==> src/rtl/branch_net_pkg.sv <==
// Shared definitions for the branch-net configuration path: port count,
// per-source destination width, configuration word type and loader states.
package branch_net_pkg;

  localparam int N_PORTS = 16;
  localparam int SEL_W   = 4;
  localparam int CONF_W  = N_PORTS * SEL_W;

  typedef logic [CONF_W-1:0] branch_conf_t;

  typedef enum logic {
    LOAD = 1'b0,
    FULL = 1'b1
  } loader_state_t;

endpackage

==> src/rtl/branch_perm_check.sv <==
// Combinational permutation check of a branch configuration. Each source
// field selects one destination; the mapping is a permutation when every
// destination is hit and no destination is hit twice.
module branch_perm_check #(
  parameter int N_PORTS = 16,
  parameter int SEL_W   = 4
) (
  input  logic [N_PORTS*SEL_W-1:0] conf,
  output logic                     is_perm
);
  import branch_net_pkg::*;

  logic [N_PORTS-1:0] hit;
  logic [N_PORTS-1:0] coll;

  // Per-destination one-hot OR of all sources plus a collision flag when a
  // destination is selected by a second source.
  always_comb begin
    hit  = '0;
    coll = '0;
    for (int d = 0; d < N_PORTS; d++) begin
      for (int i = 0; i < N_PORTS; i++) begin
        if (conf[i*SEL_W +: SEL_W] == SEL_W'(d)) begin
          coll[d] = coll[d] | hit[d];
          hit[d]  = 1'b1;
        end
      end
    end
  end

  assign is_perm = (&hit) & ~(|coll);

endmodule

==> src/rtl/branch_conf_loader.sv <==
// Configuration front-end for the branch selector. Word-serial frames are
// assembled into a shadow register; a commit handshake copies the shadow
// into the active branch_net_conf so the selector never sees a partial frame.
// Optional build macro BRANCH_CONF_PERM_CHECK_EN: reject commits whose
// shadow is not a permutation of the destinations.
module branch_conf_loader #(
  parameter int                      N_PORTS    = 16,
  parameter int                      SEL_W      = 4,
  parameter int                      WORD_W     = 16,
  parameter logic [N_PORTS*SEL_W-1:0] RESET_CONF = '0
) (
  input  logic                     clk,
  input  logic                     rst_n,
  input  logic                     cfg_valid,
  output logic                     cfg_ready,
  input  logic [WORD_W-1:0]        cfg_data,
  input  logic                     cfg_last,
  input  logic                     commit_req,
  output logic                     commit_ack,
  output logic                     cfg_err,
  output logic                     conf_valid,
  output logic [N_PORTS*SEL_W-1:0] branch_net_conf
);
  import branch_net_pkg::*;

  localparam int ACT_W = N_PORTS * SEL_W;
  localparam int BEATS = ACT_W / WORD_W;
  localparam int CNT_W = (BEATS > 1) ? $clog2(BEATS) : 1;

  // Parameter sanity: the field width must index exactly N_PORTS
  // destinations and the frame must be a whole number of words.
  if (SEL_W != $clog2(N_PORTS) || (ACT_W % WORD_W) != 0) begin : g_bad_params
    $error("branch_conf_loader: inconsistent N_PORTS/SEL_W/WORD_W");
  end

  loader_state_t      state;
  logic [CNT_W-1:0]   cnt;
  logic [ACT_W-1:0]   shadow;
  logic               accept;
  logic               last_beat;
  logic               commit_ok;

  assign cfg_ready = (state == LOAD);
  assign accept    = cfg_valid & cfg_ready;
  assign last_beat = (cnt == CNT_W'(BEATS - 1));

`ifdef BRANCH_CONF_PERM_CHECK_EN
  logic is_perm;

  branch_perm_check #(
    .N_PORTS (N_PORTS),
    .SEL_W   (SEL_W)
  ) u_perm_check (
    .conf    (shadow),
    .is_perm (is_perm)
  );

  assign commit_ok = is_perm;
`else
  // Any mapping is legal; colliding sources are ORed by the selector.
  assign commit_ok = 1'b1;
`endif

  // Loader FSM: frame assembly in LOAD, commit handshake in FULL.
  always_ff @(posedge clk or negedge rst_n) begin
    if (!rst_n) begin
      state           <= LOAD;
      cnt             <= '0;
      shadow          <= '0;
      branch_net_conf <= RESET_CONF;
      conf_valid      <= 1'b0;
      commit_ack      <= 1'b0;
      cfg_err         <= 1'b0;
    end else begin
      commit_ack <= 1'b0;
      cfg_err    <= 1'b0;
      case (state)
        LOAD: begin
          // commit_req is deliberately ignored until a frame is complete.
          if (accept) begin
            if (last_beat && cfg_last) begin
              shadow[int'(cnt)*WORD_W +: WORD_W] <= cfg_data;
              cnt   <= '0;
              state <= FULL;
            end else if (!last_beat && !cfg_last) begin
              shadow[int'(cnt)*WORD_W +: WORD_W] <= cfg_data;
              cnt <= cnt + 1'b1;
            end else begin
              // Early or missing cfg_last: drop the word and restart framing.
              cnt     <= '0;
              cfg_err <= 1'b1;
            end
          end
        end
        FULL: begin
          if (commit_req) begin
            state <= LOAD;
            if (commit_ok) begin
              branch_net_conf <= shadow;
              conf_valid      <= 1'b1;
              commit_ack      <= 1'b1;
            end else begin
              cfg_err <= 1'b1;
            end
          end
        end
        default: begin
          state <= LOAD;
          cnt   <= '0;
        end
      endcase
    end
  end

endmodule

==> config.mk <==
export PLATFORM = sky130hd
export DESIGN_NAME = branch_conf_loader
export DESIGN_NICKNAME = d
export VERILOG_FILES = /design/src/rtl/branch_net_pkg.sv /design/src/rtl/branch_perm_check.sv /design/src/rtl/branch_conf_loader.sv
export SDC_FILE = /design/constraint.sdc
export NUM_CORES = 1
export LEC_CHECK = 0
export CORE_ASPECT_RATIO = 0.9
export CORE_MARGIN = 1
export CORE_UTILIZATION = 56
export CTS_CLUSTER_DIAMETER = 200
export CTS_CLUSTER_SIZE = 25
export DETAILED_ROUTE_END_ITERATION = 10
export PLACE_DENSITY_LB_ADDON = 0.12
export SETUP_SLACK_MARGIN = 0.02
export SYNTH_ARGS = -nofsm -noshare
export SYNTH_HDL_FRONTEND = slang
export SYNTH_SLANG_ARGS = --single-unit
==> constraint.sdc <==
create_clock -name clk -period 3.45 [get_ports clk]
set_clock_uncertainty 0.1 [all_clocks]
set_input_delay 0.8625 -clock clk [delete_from_list [all_inputs] [get_ports clk]]
set_output_delay 0.8625 -clock clk [all_outputs]
set_load 0.02 [all_outputs]
==> impl_metrics.tcl <==
set metrics [dict create \
    cp-end-kind "output pin" \
    fin_ws_ns 0.8052 \
    cts_resized 0 \
    clkPwrFrac_pct 42.8 \
    row_count 32 \
    cp-start-kind "register" \
    hpwl_mm 7.011 \
    crit_type "register to output pin" \
    vias_per_cell 5.768 \
    synth_edf_count 0 \
    cts_tree "yes" \
    max_slew.worst_pin.slew_ns 0.6687 \
    yosysWarnings 0 \
    fill_cells 531 \
    routedWlPerCell_um 20.26 \
    finalInstanceArea_um2 6699 \
    cts_buffer_depth 2 \
    final_layout_size_suffix_gt1_share_pct 26.64 \
    fin_crit_sh_pct 76.66 \
    max_cap_viol_count 0 \
    die-height_um 92.22 \
    place_congestion 0.8347 \
    antenna_left 0 \
    worstPathArrival_ns 1.68 \
    seqPwrFrac_pct 43.4 \
    coreArea_um2 8688 \
    firstDrtPassIters 4 \
    run_status "finished, final reports clean" \
    leakage_nw 3.214 \
    max_freq_ghz 0.3781 \
    cts_max_level 4 \
    die_w_um 102.2 \
    required_ns 2.49 \
    cts_root_buf "clkbuf_8" \
    finalSetupTns_ns 0 \
    diodes 0 \
    cts_setup_buffers 0 \
    multi_input_area_um2 1613 \
    worstSetupStartpoint "state" \
    dpl_worst_slack_ns 0.3282 \
    seqCellArea_um2 3353 \
    clock_latency_ns 0.51 \
    slew_headroom_pct 55.17 \
    start_util_pct 58.29 \
    grt_max_degree 61 \
    ff2ff_path_depth 6 \
    pin_count 89 \
    cts_inserted_buffers 17 \
    r2r-end "shadow[53]" \
    grt_pass1_wl_mm 17.83 \
    cts_hold_buf 0 \
    grt_antenna_before_repair 0 \
    placed_area_um2 6092 \
    grt_pass1_vias 3264 \
    synth-main-ff-cell "dfrtp_1" \
    grt-ovfl-total 0 \
    num_vias 3155 \
    numPortBuffers 88 \
    min_period_ns 2.645 \
    final_nets 444 \
    syn_to_final_growth_pct 32.26 \
    slew_viol_final 0 \
    seq_area_frac_synth_pct 66.21 \
    syn_inst 316 \
    power.density_nw_per_um2 631.6 \
    synth_nets 345 \
    swShare_pct 24.88 \
    drt-total-wl_mm 11.08 \
    netlist-cell-type-count 22 \
    numClockSinks 134 \
    syn_avg_cell_area_um2 16.03 \
    final-hold-violation-count 0 \
    rsz0062_at_grt "no" \
    grt_usage_pct 26.28 \
    combPwrFrac_pct 13.8 \
    clkTransAtPathRegs_ns 0.06 \
    route.detailed.drc 0 \
    synth_seq_cells 134 \
    reg2reg_slack_ns 0.92 \
    synth_async_sr_flop_share_pct 100.0 \
    switchingPower_w 0.001053 \
    timing.rr.start "cnt[0]" \
    setup_viol_count_final 0 \
    crit_path_end "cfg_ready" \
    drt_first_iter_violations 121 \
    power.internal_w 0.003178 \
    syn_area_um2 5065 \
    die_area_um2 9429 \
    path_max_fanout 7 \
    vdd_drop_max_mv 0.6489 \
    hold_path.class "primary input to async pin" \
]
kinds of logic (layout without fill, tap and decap cells):
family                   Yosys count  count (layout)  synth area share, %
multiplexers                      64              64                14.23
AND/OR/NAND/NOR                   21              21                4.175
flip-flops                       134             134                66.21
AO/OA/AOI/OAI                     67              67                11.41
adder cells (fa/ha/maj)            8               8                1.976
buffers and inverters             22             134                2.001
Yosys cell counts, types with 2 or more instances:
library cell / number / area share (%)
buf_2: 9 / 0.89
clkbuf_1: 4 / 0.30
nor3_2: 2 / 0.40
o21ai_0: 2 / 0.20
mux2_2: 64 / 14
dfrtp_1: 134 / 66
buf_1: 2 / 0.15
ha_1: 8 / 2.0
nor4_4: 3 / 1.3
inv_2: 2 / 0.15
a22o_1: 64 / 11
nand4bb_1: 5 / 1.1
nand2_1: 2 / 0.15
nand2b_1: 4 / 0.49
inv_1: 4 / 0.30
area by class of cell:
| cell class | instances | share of cell area, % |
|---|---|---|
| clock inverter | 12 | 2.260 |
| timing repair buffer | 96 | 14.25 |
| multi-input combinational | 160 | 24.08 |
| sequential | 134 | 50.06 |
| clock buffer | 20 | 6.799 |
| inverter | 6 | 0.3362 |
| tap | 119 | 2.223 |
state kept, by name, summed over array words and instances, names as in the netlist:
signal           flops
cnt                  2
shadow              64
state                1
cfg_err              1
commit_ack           1
branch_net_conf     64
conf_valid           1
per-stage QoR:
step | total power (W) | hold slack, ns | util [%] | std cells
after floorplan | 0.002165 | 0.3672 | - | 316
after CTS | 0.004256 | 0.1518 | 77.10 | 547
final | 0.004231 | 0.1549 | 77.10 | 547
after global routing | 0.004386 | 0.1575 | 77.10 | 547
after detailed placement | 0.002438 | 0.3523 | 70.12 | 515
after global placement | 0.002419 | 0.3494 | 70.12 | 515
worst min path at each step:
stage,start,endpoint,slack [ns]
6_report,rst_n,branch_net_conf[50],0.15
5_1_grt,rst_n,branch_net_conf[37],0.16
4_1_cts,rst_n,branch_net_conf[50],0.15
3_5_place_dp,conf_valid,conf_valid,0.35
3_3_place_gp,conf_valid,conf_valid,0.35
2_1_floorplan,shadow[0],shadow[0],0.37
metal layers:
| layer | up-vias | global-route usage, % | share of wire [%] |
|---|---|---|---|
| met2 | 105 | 39.32 | 47 |
| met5 | - | 0 | 0 |
| met1 | 1654 | 37.00 | 46 |
| met3 | 16 | 8.155 | 5.5 |
| met4 | 0 | 7.976 | 1.5 |
| li1 | 1380 | - | - |
placed cells by master (no fill, tap or decap):
master and n:
a21o_1 1, nand2_2 1, nor3_2 2, clkinv_4 3, clkbuf_16 16, nand2b_1 4
and3_1 1, o21ai_0 2, nand3b_1 1, nor2_4 1, nand2_1 1, inv_2 2
mux2_2 64, clkdlybuf4s50_1 87, nor4b_1 1, ha_1 8, inv_1 4, clkinv_2 4
dfrtp_1 134, nand4bb_1 5, nand3_1 1, clkinvlp_4 2, clkbuf_8 4, a22o_1 64
buf_6 1, buf_12 1, buf_4 7, bufinv_16 3, nor4_4 3
power groups by stage:
| stage | clock network [W] | logic, W | registers [W] |
|---|---|---|---|
| floorplan | 0 | 0.000255 | 0.00191 |
| global placement | 0 | 0.000565 | 0.00185 |
| detailed placement | 0 | 0.000579 | 0.00186 |
| CTS | 0.00183 | 0.000588 | 0.00184 |
| global route | 0.00191 | 0.000624 | 0.00186 |
| finish | 0.00181 | 0.000584 | 0.00184 |
worst max-delay path: stages, from the launching register on:
cell and delay (ns):
dfrtp_1 0.44, inv_1 0.13, clkdlybuf4s50_1 0.61
Note: power is estimated with default switching activity, not from simulation.
